**config.mk**
```make
export PLATFORM = sky130hd
export DESIGN_NAME = uparc_ibuf_predecode
export DESIGN_NICKNAME = d
export VERILOG_FILES = /design/src/rtl/uparc_ibuf_predecode.sv
export SDC_FILE = /design/constraint.sdc
export NUM_CORES = 1
export LEC_CHECK = 0
export CELL_PAD_IN_SITES_DETAIL_PLACEMENT = 1
export CELL_PAD_IN_SITES_GLOBAL_PLACEMENT = 2
export CORE_UTILIZATION = 30
export DETAILED_ROUTE_END_ITERATION = 7
export HOLD_SLACK_MARGIN = 0.06
export PLACE_DENSITY_LB_ADDON = 0.2
export SETUP_SLACK_MARGIN = 0.05
export SYNTH_ARGS = -nofsm -noshare
export SYNTH_HDL_FRONTEND = slang
export SYNTH_SLANG_ARGS = --single-unit
export TNS_END_PERCENT = 10
```
**constraint.sdc**
```tcl
create_clock -name clk -period 6.25 [get_ports clk]
set_input_delay 1.25 -clock clk [delete_from_list [all_inputs] [get_ports clk]]
set_output_delay 1.25 -clock clk [all_outputs]
set_load 0.02 [all_outputs]
```
**src/rtl/uparc_ibuf_predecode.sv**
```systemverilog
// Instruction buffer between fetch and decode: a FWFT FIFO of {pc, instr}
// pairs, each predecoded (control transfer, static target, LSU) on push.
module uparc_ibuf_predecode #(
  parameter int DEPTH       = 4,
  parameter int ADDR_WIDTH  = 32,
  parameter int INSTR_WIDTH = 32,
  localparam int CNT_WIDTH  = $clog2(DEPTH) + 1
) (
  input  logic                   clk,
  input  logic                   nrst,
  input  logic                   i_flush,
  input  logic                   i_push,
  input  logic [ADDR_WIDTH-1:0]  i_pc,
  input  logic [INSTR_WIDTH-1:0] i_instr,
  output logic                   o_full,
  input  logic                   i_pop,
  output logic                   o_valid,
  output logic [INSTR_WIDTH-1:0] o_instr,
  output logic [ADDR_WIDTH-1:0]  o_pc,
  output logic                   o_pd_cti,
  output logic                   o_pd_static,
  output logic [ADDR_WIDTH-1:0]  o_pd_target,
  output logic                   o_pd_lsu,
  output logic [CNT_WIDTH-1:0]   o_count
);

  localparam int PTR_W = $clog2(DEPTH);

  logic [PTR_W-1:0]     rd_ptr;
  logic [PTR_W-1:0]     wr_ptr;
  logic [CNT_WIDTH-1:0] count;
  logic [DEPTH-1:0]     entry_valid;

  logic [ADDR_WIDTH-1:0]  pc_mem     [DEPTH];
  logic [INSTR_WIDTH-1:0] instr_mem  [DEPTH];
  logic [ADDR_WIDTH-1:0]  target_mem [DEPTH];
  logic [DEPTH-1:0]       cti_mem;
  logic [DEPTH-1:0]       static_mem;
  logic [DEPTH-1:0]       lsu_mem;

  logic empty;
  logic full;
  logic pop_ok;
  logic push_ok;
  logic head_live;

  logic [5:0]            op;
  logic [4:0]            rt;
  logic [5:0]            func;
  logic [ADDR_WIDTH-1:0] pc4;
  logic [ADDR_WIDTH-1:0] br_off;
  logic                  pd_cti;
  logic                  pd_static;
  logic [ADDR_WIDTH-1:0] pd_target;
  logic                  pd_lsu;

  assign empty   = (count == '0);
  assign full    = (count == CNT_WIDTH'(DEPTH));
  assign pop_ok  = i_pop && !empty;
  assign push_ok = i_push && (!full || pop_ok);

  assign op     = i_instr[31:26];
  assign rt     = i_instr[20:16];
  assign func   = i_instr[5:0];
  assign pc4    = i_pc + ADDR_WIDTH'(4);
  assign br_off = {{(ADDR_WIDTH-18){i_instr[15]}}, i_instr[15:0], 2'b00};

  always_comb begin
    pd_cti    = 1'b0;
    pd_static = 1'b0;
    pd_target = '0;
    pd_lsu    = 1'b0;
    case (op)
      6'd2, 6'd3: begin
        pd_cti    = 1'b1;
        pd_static = 1'b1;
        pd_target = {pc4[ADDR_WIDTH-1:28], i_instr[25:0], 2'b00};
      end
      6'd4, 6'd5, 6'd6, 6'd7: begin
        pd_cti    = 1'b1;
        pd_static = 1'b1;
        pd_target = pc4 + br_off;
      end
      6'd1: begin
        if (rt == 5'd0 || rt == 5'd1 || rt == 5'd16 || rt == 5'd17) begin
          pd_cti    = 1'b1;
          pd_static = 1'b1;
          pd_target = pc4 + br_off;
        end
      end
      6'd0: begin
        if (func == 6'd8 || func == 6'd9) begin
          pd_cti = 1'b1;
        end
      end
      6'd32, 6'd33, 6'd34, 6'd35, 6'd36, 6'd37, 6'd40, 6'd41, 6'd43: begin
        pd_lsu = 1'b1;
      end
      default: ;
    endcase
  end

  // Flush outranks push/pop; a simultaneous push+pop reuses the popped slot when full.
  always_ff @(posedge clk or negedge nrst) begin
    if (!nrst) begin
      rd_ptr      <= '0;
      wr_ptr      <= '0;
      count       <= '0;
      entry_valid <= '0;
    end else if (i_flush) begin
      rd_ptr      <= '0;
      wr_ptr      <= '0;
      count       <= '0;
      entry_valid <= '0;
    end else begin
      if (pop_ok) begin
        entry_valid[rd_ptr] <= 1'b0;
        rd_ptr              <= rd_ptr + PTR_W'(1);
      end
      if (push_ok) begin
        entry_valid[wr_ptr] <= 1'b1;
        wr_ptr              <= wr_ptr + PTR_W'(1);
      end
      if (push_ok && !pop_ok) begin
        count <= count + CNT_WIDTH'(1);
      end else if (pop_ok && !push_ok) begin
        count <= count - CNT_WIDTH'(1);
      end
    end
  end

  always_ff @(posedge clk) begin
    if (push_ok && !i_flush) begin
      pc_mem[wr_ptr]     <= i_pc;
      instr_mem[wr_ptr]  <= i_instr;
      target_mem[wr_ptr] <= pd_target;
      cti_mem[wr_ptr]    <= pd_cti;
      static_mem[wr_ptr] <= pd_static;
      lsu_mem[wr_ptr]    <= pd_lsu;
    end
  end

  assign head_live   = !empty && entry_valid[rd_ptr];
  assign o_full      = full;
  assign o_valid     = !empty;
  assign o_count     = count;
  assign o_instr     = head_live ? instr_mem[rd_ptr]  : '0;
  assign o_pc        = head_live ? pc_mem[rd_ptr]     : '0;
  assign o_pd_target = head_live ? target_mem[rd_ptr] : '0;
  assign o_pd_cti    = head_live && cti_mem[rd_ptr];
  assign o_pd_static = head_live && static_mem[rd_ptr];
  assign o_pd_lsu    = head_live && lsu_mem[rd_ptr];

endmodule

```
==> results.tsv, run 1 <==
stage	metric	value	unit
status	outcome	finished, final reports clean	
critical_path	startpoint	i_pc[4]	
cells_and_area	layout-drive-gt1-share	15.35	%
power_and_ir_drop	cellLeakagePower	7.531	nW
drt	viasPerCell	5.045	
drt	dr.first_iter.drc_count	585	
critical_path	critPathMostFrequentCell	nand4_1	
global_route	antenna_found_initial	4	
yosys	synth_area	0.01822	sq mm
power_and_ir_drop	peakVddDrop	340.7	uV
sta	min_period_over_period	82.96	%
hold_path	hold-path-cell-count	2	
clock_tree	insertion_delay	0.58	ns
yosys	ys_ff_latch	407	
yosys	synth-edff-count	396	
hold_path	hold_class	reg -> reg	
sta	fin_setup_tns	0	ns
yosys	syn_inst	1099	
floorplan	io_pins	173	
run	drv_cap	0	
critical_path	crit_chain	clkdlybuf4s50_1, and4_1, nand4_1, nor3_2, nand4_1, xnor2_1, ha_1, nand2_1, nor2_1, nand3_1, a2111o_1, a21oi_1, nor3_1, o31ai_1	
clock_tree	htree_levels	2	
floorplan	initial_core_util	30.64	%
critical_path	crit_family	simple AND/OR/NAND/NOR gates	
clock_tree	hold_buffers	0	
cells_and_area	final_util	37.54	%
global_route	grt_first_pass_wirelength	76470	um
yosys	ys_types	63	
cells_and_area	syn_to_final_growth	22.50	%
cells_and_area	fin_nets	1391	
hold_path	min_to	entry_valid[3]	
clock_tree	cts_made_buffers	46	
yosys	synth_top_area_cell	edfxtp_1	
cells_and_area	final.fill_count	6017	
critical_path	max_stage_delay	0.68	ns
drt	ant_nets	0	
global_route	grt.overflow.total	0	
sta	setup_viol	0	
critical_path	worst-path-buf-inv	1	
sta	rsz0062_at_grt	no	
floorplan	fp.coreArea	0.05946	sq mm
sta	worstMarginPinSlew	0.9515	ns
drt	firstDrtPassIters	4	
floorplan	fp.dieW	248.5	um
critical_path	critPathMaxFanout	10	
clock_tree	cts_sinks	407	
sta	setup_ws	1.065	ns
sta	timing.final.max_slew_violations	0	
yosys	synth_area_leaders	edfxtp_1 65%, mux4_2 12%, and3_1 3.7%	
critical_path	slowest_stage	clkdlybuf4s50_1	
critical_path	arrival	5.51	ns
clock_tree	cts_resized	0	
place	dp_hpwl	30930	um
critical_path	reg2reg_to	o_count[2]	
drt	route.detailed.drc	0	
global_route	grt_pass1_vias	11618	
floorplan	die_area	0.06173	sq mm
floorplan	rows	89	
sta	fin_crit	5.185	ns
sta	fmax	0.1929	GHz
cells_and_area	diodes	0	
clock_tree	cts-root-buf	clkbuf_16	
critical_path	crit_type	in -> reg	
critical_path	required	6.57	ns
clock_tree	cts_tree	built	
yosys	synth.net_count	1212	
floorplan	die_h	248.5	um
yosys	synth-main-ff-cell	edfxtp_1	
sta	hold_violations	0	
drt	wl_per_cell	23.94	um
critical_path	ff2ff_setup_slack	3.01	ns
hold_path	holdCritStartpoint	entry_valid[3]	
place	gp_congestion	0.8107	
clock_tree	clk_pin_slew	0.06	ns
critical_path	cp-end-kind	flip-flop	
place	post-place-ws	0.4512	ns
global_route	grtUsageTotal	16.42	%
yosys	yosysTopAreaCellShare	65.26	%
drt	routed_wl	50020	um
yosys	ys_seq_area_share	66.77	%
critical_path	reg2reg_depth	9	
critical_path	r2r-start	o_count[0]	
yosys	yosys_warnings	0	
power_and_ir_drop	pwr_density_cell	358.6	mW/mm^2
sta	max_slew_margin	36.57	%
clock_tree	cts_setup_buffers	0	
drt	vias	10538	
yosys	syn_avg_cell_area	16.58	sq um
clock_tree	cts_max_path_buffers	3	
place	port_buffers	172	
sta	fin_skew	0.01098	ns
critical_path	start_kind	input pin	
yosys	synthArstFlopShare	2.703	%
global_route	grt_start_max_net_pins	103	
==> registers in the layout, indices dropped and copies added, names as in the netlist <==
register	count
entry_valid	4
pc_mem	128
static_mem	4
target_mem	128
wr_ptr	2
o_count	3
lsu_mem	4
rd_ptr	2
instr_mem	128
cti_mem	4
==> worst reg2reg max path: stages (launching register included) <==
cell and delay (ns):
dfrtp_1 0.43, or3_4 0.70, buf_4 0.49, and2_1 0.47
nor2_1 0.13, fa_1 0.41, nor3_1 0.19, a31oi_1 0.07
xor2_1 0.16, nor2_1 0.05
==> routing by layer <==
metal  track usage, %  vias to the layer above  wire, um
met3            2.868                       61      1804
met1            22.35                     5509     23290
met2            27.16                      183     23950
met4            4.064                        6       927
met5                0                        -        44
li1                 -                     4779         -
==> cells by family (layout without fill, tap and decap cells) <==
kind of cell               after synthesis  after routing  share of synthesized area [%]
and+or+nand+nor                        282            282                          8.501
adders and majority gates               44             44                          3.104
buffers and inverters                   83            300                          1.916
DFF                                    407            407                          66.77
muxes                                  100            100                          12.36
AOI/OAI and AO/OA                      135            135                          5.040
xor gates and xnor gates                48             48                          2.307
==> metrics by stage <==
step / instance area, sq um / power, W / cells / hold WS, ns
after global placement: 20870 / 0.005519 / 2003 / 0.5041
final: 22320 / 0.008005 / 2089 / 0.5248
after floorplan: 18220 / 0.004643 / 1099 / 0.4855
after CTS: 22320 / 0.008175 / 2089 / 0.5308
after global routing: 22320 / 0.008391 / 2089 / 0.5656
after detailed placement: 20870 / 0.005527 / 2003 / 0.5140
==> area by class of cell <==
type | instances | area, sq um | share of cell area, %
clock buffers | 54 | 1181 | 5.291
clock inverters | 32 | 272.8 | 1.222
inverters | 27 | 101.3 | 0.4540
multi-input cells | 609 | 5728 | 25.66
flip-flops and latches | 407 | 12170 | 54.54
well taps | 773 | 967.2 | 4.333
repair buffers | 187 | 1897 | 8.498
==> how the worst max path moves through the flow <==
stage | to | slack, ns | cells past startpoint
6_report | target_mem[3][30] | 1.06 | 14
5_1_grt | target_mem[0][30] | 0.66 | 14
4_1_cts | target_mem[0][30] | 1.05 | 14
3_5_place_dp | target_mem[3][30] | 0.45 | 14
3_3_place_gp | target_mem[0][24] | 0.60 | 14
2_1_floorplan | target_mem[0][26] | 1.85 | 14
==> placed cells by master (no fill, tap or decap), types with 27 or more instances in the layout <==
master,count
edfxtp_1,396
clkdlybuf4s50_1,172
and3_1,107
mux4_2,99
nand2_1,62
clkbuf_16,46
ha_1,42
nor2_1,34
o21ai_0,32
xnor2_1,31
a21oi_1,29
inv_1,27
==> power by group <==
part,switching [W],internal (W)
clock,0.00109,0.00152
combinational,0.00122,0.000970
sequential,0.0000643,0.00314
==> cells in the mapped netlist (9+ instances only) <==
cell and number:
or3_1 9, xnor2_1 31, ha_1 42, buf_2 9, and3_1 107, edfxtp_1 396
a21o_1 10, nand3_1 15, o21ai_0 32, clkbuf_1 39, nand4_1 17, nor2_1 34
a21oi_1 29, dfrtp_1 11, nand2_1 62, xor2_1 17, mux4_2 100, nor3_1 9
inv_1 27
(Power assumes the default switching activity.)
==> run 2: changes to the inputs <==
==> constraint.sdc (replaced) <==
create_clock -name clk -period 4.84 [get_ports clk]
set_input_delay 0.968 -clock clk [delete_from_list [all_inputs] [get_ports clk]]
set_output_delay 0.968 -clock clk [all_outputs]
set_load 0.02 [all_outputs]
==> results.tsv, run 2 (synthesis results as in run 1) <==
stage	metric	value	unit	change
status	outcome	finished, final reports clean		
floorplan	die_h	248.5	um	unchanged
clock_tree	cts_max_path_buffers	3		unchanged
critical_path	crit_type	in -> reg		
power_and_ir_drop	p_clk_share	32.0	%	-0.6 points
critical_path	cp-end-kind	flip-flop		
floorplan	fp.dieW	248.5	um	unchanged
power_and_ir_drop	power.switching	0.003093	W	+30%
power_and_ir_drop	peakVddDrop	304.7	uV	-11%
power_and_ir_drop	p_int	0.007315	W	+30%
run	drv_cap	0		unchanged
sta	setup_ws	0.5443	ns	-0.5205 ns
power_and_ir_drop	switching_share	29.72	%	about the same
critical_path	required	5.11	ns	-1.46 ns
power_and_ir_drop	cellLeakagePower	7.935	nW	+5.4%
clock_tree	clk_pin_slew	0.06	ns	about the same
drt	ant_nets	0		unchanged
sta	fin_skew	0.02427	ns	+0.01329 ns
floorplan	rows	89		unchanged
global_route	grt_start_max_net_pins	104		+0.97%
clock_tree	htree_levels	2		unchanged
sta	fin_setup_tns	0	ns	unchanged
drt	dr.first_iter.drc_count	624		+6.7%
critical_path	crit_family	simple AND/OR/NAND/NOR gates		
hold_path	hold_class	reg -> reg		
critical_path	worst-path-buf-inv	3		+2
drt	vias	10866		+3.1%
cells_and_area	reg_top3	instr_mem x128, pc_mem x128, target_mem x128		
critical_path	start_kind	input pin		
power_and_ir_drop	seq_power_share	39.5	%	-0.5 points
hold_path	holdCritStartpoint	entry_valid[2]		
cells_and_area	syn_to_final_growth	26.04	%	
place	port_buffers	172		unchanged
drt	wl_per_cell	23.03	um	-3.8%
global_route	grt_pass1_vias	11855		+2.0%
drt	firstDrtPassIters	5		+1
clock_tree	cts_tree	built		
clock_tree	cts_made_buffers	47		+2.2%
global_route	grt.overflow.total	0		unchanged
sta	fin_crit	4.296	ns	
cells_and_area	layout_commonest_cell	edfxtp_1		
critical_path	max_stage_delay	0.59	ns	-0.09 ns
drt	routed_wl	50080	um	+0.12%
sta	rsz0062_at_grt	no		
sta	timing.final.max_slew_violations	0		unchanged
critical_path	crit_chain	clkdlybuf4s50_1, nand4_1, nor4_2, buf_4, and3_1, nand3_1, xnor2_1, ha_1, nand4_2, buf_4, nor3_1, a21oi_1, nand4_2, a41oi_4, xor2_1, o21ai_0		
floorplan	fp.coreArea	0.05946	sq mm	unchanged
clock_tree	cts_resized	0		unchanged
critical_path	startpoint	i_pc[6]		
place	post-place-ws	-0.1028	ns	-0.5539 ns
cells_and_area	layout_common_cells	396 x edfxtp_1, 172 x clkdlybuf4s50_1, 107 x and3_1, 99 x mux4_2, 92 x buf_4		
clock_tree	insertion_delay	0.58	ns	about the same
clock_tree	hold_buffers	0		unchanged
cells_and_area	final_cell_count_no_fill	2175		+4.1%
global_route	grtUsageTotal	16.28	%	-0.13 points
place	gp_congestion	0.8476		+4.6%
power_and_ir_drop	pwr_density_cell	453.2	mW/mm^2	+26%
cells_and_area	layout-drive-gt1-share	20.27	%	+4.9 points
power_and_ir_drop	combPwrFrac	28.5	%	+1.1 points
critical_path	critPathMaxFanout	7		-3
clock_tree	cts_setup_buffers	0		unchanged
sta	max_slew_margin	37.44	%	+0.87 points
sta	worstMarginPinSlew	0.9385	ns	-0.01307 ns
clock_tree	cts_sinks	407		unchanged
sta	min_period_over_period	88.75	%	
drt	viasPerCell	4.996		-0.96%
sta	setup_viol	0		unchanged
critical_path	r2r-start	o_count[0]		
floorplan	io_pins	173		unchanged
global_route	antenna_found_initial	4		unchanged
critical_path	arrival	4.56	ns	-0.95 ns
cells_and_area	fin_nets	1476		+6.1%
sta	fmax	0.2328	GHz	
drt	route.detailed.drc	0		unchanged
clock_tree	cts-root-buf	clkbuf_16		
critical_path	slowest_stage	clkdlybuf4s50_1		
sta	hold_violations	0		unchanged
global_route	grt_first_pass_wirelength	75800	um	-0.87%
place	dp_hpwl	32480	um	+5.0%
floorplan	die_area	0.06173	sq mm	unchanged
place	dp.cells	2087		+4.2%
floorplan	initial_core_util	30.64	%	unchanged
==> run 2: changes by cell type in the layout (fill, tap and decap cells not counted), sizes merged <==
cell,delta
clkinv,-3
clkinvlp,+1
clkbuf,+6
diode,+1
inv,-1
buf,+84
bufinv,-2
==> run 2: worst min-delay path: stages, from the launching register on <==
cell and delay [ns]:
dfrtp_1 0.34, a22oi_1 0.07, nor2_1 0.08
==> run 2: worst paths after layout <==
path	to	slack, ns	cells after the start
worst max-delay path	target_mem[1][25]	0.54	16
worst min-delay path	entry_valid[2]	0.52	2
worst max register to register	o_count[2]	1.88	9
worst min register to register	entry_valid[2]	0.52	2
max in group asynchronous	rd_ptr[0]	3.69	1
min in group asynchronous	o_count[1]	0.74	1
==> run 2: power by group through the flow <==
| stage | clock network (W) | registers [W] | logic [W] |
|---|---|---|---|
| after global routing | 0.00355 | 0.00412 | 0.00322 |
| after floorplan | 0 | 0.00419 | 0.00181 |
| after CTS | 0.00344 | 0.00411 | 0.00308 |
| after global placement | 0 | 0.00417 | 0.00305 |
| final | 0.00333 | 0.00411 | 0.00297 |
| after detailed placement | 0 | 0.00418 | 0.00306 |
==> run 2: per-stage QoR <==
stage | hold slack [ns] | util (%) | power [W] | instance area (sq um)
floorplan | 0.4855 | - | 0.005995 | 18220
global placement | 0.5033 | 36.19 | 0.007226 | 21520
detailed placement | 0.5118 | 36.19 | 0.007245 | 21520
CTS | 0.5251 | 38.62 | 0.01062 | 22960
global route | 0.5669 | 38.62 | 0.01089 | 22970
finish | 0.5224 | 38.62 | 0.01041 | 22970
==> run 2: routing by layer <==
layer / global-route usage, % / up-vias / routed length, um
li1: - / 4952 / -
met1: 22.27 / 5636 / 23540
met2: 26.71 / 200 / 23710
met3: 2.586 / 74 / 1701
met4: 4.738 / 4 / 1108
met5: 0 / - / 25
==> run 2: cell type report <==
| type | count | area, sq um |
|---|---|---|
| timing repair buffer | 271 | 2552 |
| inverter | 27 | 101.3 |
| clock buffer | 60 | 1246 |
| multi-input combinational | 609 | 5728 |
| sequential | 407 | 12170 |
| fill | 6033 | 36500 |
| clock inverter | 27 | 193.9 |
| tap | 773 | 967.2 |
| antenna | 1 | 2.502 |
==> variant, RTL diff (config.mk and constraints of run 2) <==
Register the output `o_count` once more, with the module's reset; this adds one clock of latency there. The other outputs are not delayed to match.
--- a/src/rtl/uparc_ibuf_predecode.sv
+++ b/src/rtl/uparc_ibuf_predecode.sv
@@ -144,5 +144,11 @@
   assign o_full      = full;
   assign o_valid     = !empty;
-  assign o_count     = count;
+  always_ff @(posedge clk or negedge nrst) begin
+    if (!nrst) begin
+      o_count <= '0;
+    end else begin
+      o_count <= count;
+    end
+  end
   assign o_instr     = head_live ? instr_mem[rd_ptr]  : '0;
   assign o_pc        = head_live ? pc_mem[rd_ptr]     : '0;
Check against the original RTL: not equivalent (a bounded check fails within 4 cycles, from zero or initial values and one cycle with nrst low).
==> variant against run 2 <==
- fmax is 2.3% lower
- total power grew 0.81%
- setup slack worse by 0.10 ns
- sequential cell count rose by 3
- utilization decreased by 0.17 points
- wire length is 0.35% higher
- sequential power rose by 2%
- synthesized area rose by 1.2%
- first-iteration DRC count shrank 20%
- largest cell class unchanged
- final area increased by 1.4%
==> variant: results (changes against run 2) <==
The worst setup skew after layout is 0.0198 ns (-0.00450 ns), and the shortest clock period the worst path allows after layout is 4.40 ns (+0.101 ns). Met3 routed wirelength: 1920 µm (+13%). The tools report the final weighted congestion in routability-driven placement as 0.774 (-8.7%). In this run the worst setup path begins at i_pc[3].

The tools report the area inside the core boundary as 0.0606 mm² (+1.9%). The maximum number of pins on one net before global-route repair is 103 (-0.96%), and the data-path buffer share of cell area in the final layout is 11.5% (+0.41 points). The placed wire-length estimate was 32600 µm (+0.38%); the reported net switching power was 3100 µW (+0.23%).

The met3 usage was 2.75% (+0.17 points); the number of nets produced by synthesis was 1251 (+3.2%). The count of nets after finishing is 1517 (+2.8%). The flow ran to the end, and the final reports show no timing, DRC or antenna violations.

The area of placed instances is 0.0219 mm² (+1.6%). The logs give 50300 µm (+0.35%) for the total wire length and 22.3% (about the same) for the met1 demand-to-capacity share in global routing. The net switching fraction of the power works out to 29.5% (-0.17 points). The initial antenna violation count is 5 (+1).

The run gives 59 (-1.7%) as the number of clock buffer instances in the layout. The worst supply voltage drop on vdd came out at 0.258 mV (-15%). The worst relative slew slack is 44.5% (+7.1 points), and the share of synthesized registers carrying an async set or reset is 3.41% (+0.71 points). The area of combinational cells with multiple inputs came out at 0.00589 mm² (+2.9%).

The fraction of synthesized cell area taken by the top area cell type was 64.5% (-0.75 points); the part of the power in the clock network was 31.9% (about the same). The run gives 497 (-20%) as the initial detailed-routing violation count. In this run the critical register-to-register path is captured at count[2].

The number of cells in the design after placement was 2138 (+2.4%). The run gives 46 (-2.1%) as the CTS buffer count. The post-place setup slack came out at -0.258 ns (-0.156 ns). The fraction of area in registers is 52.6% (-0.42 points), and the final-layout clock-cell area share is 6.08% (-0.19 points).

Average wire per cell in the routed design: 22.6 µm (-1.8%).
variant: changes by cell type after synthesis, sizes merged, moves of 5 or more:
cell,delta
nand3,+9
o21ai,+8
o21a,-5
or3,-6
nand4,-10
nand2b,+12
clkbuf,+8
and2,+5
inv,-9
nand2,+6
variant: cells by family (layout without fill, tap and decap cells):
logic type	after synthesis	count (layout)	share of synthesized area (%)
buffers and inverters	82	383	1.75
adders and majority gates	44	44	3.07
and+or+nand+nor	308	308	8.97
other	0	1	0
muxes	102	102	12.3
xor gates and xnor gates	53	53	2.52
AOI/OAI and AO/OA	139	139	4.96
DFF	410	410	66.4
variant: worst min path at each step:
stage / start / endpoint / slack, ns / cells past startpoint
2_1_floorplan: count[2] / o_count[2] / 0.40 / 0
3_3_place_gp: count[2] / o_count[2] / 0.45 / 0
3_5_place_dp: count[2] / o_count[2] / 0.45 / 0
4_1_cts: count[2] / o_count[2] / 0.46 / 0
5_1_grt: count[2] / o_count[2] / 0.48 / 0
6_report: count[2] / o_count[2] / 0.46 / 0
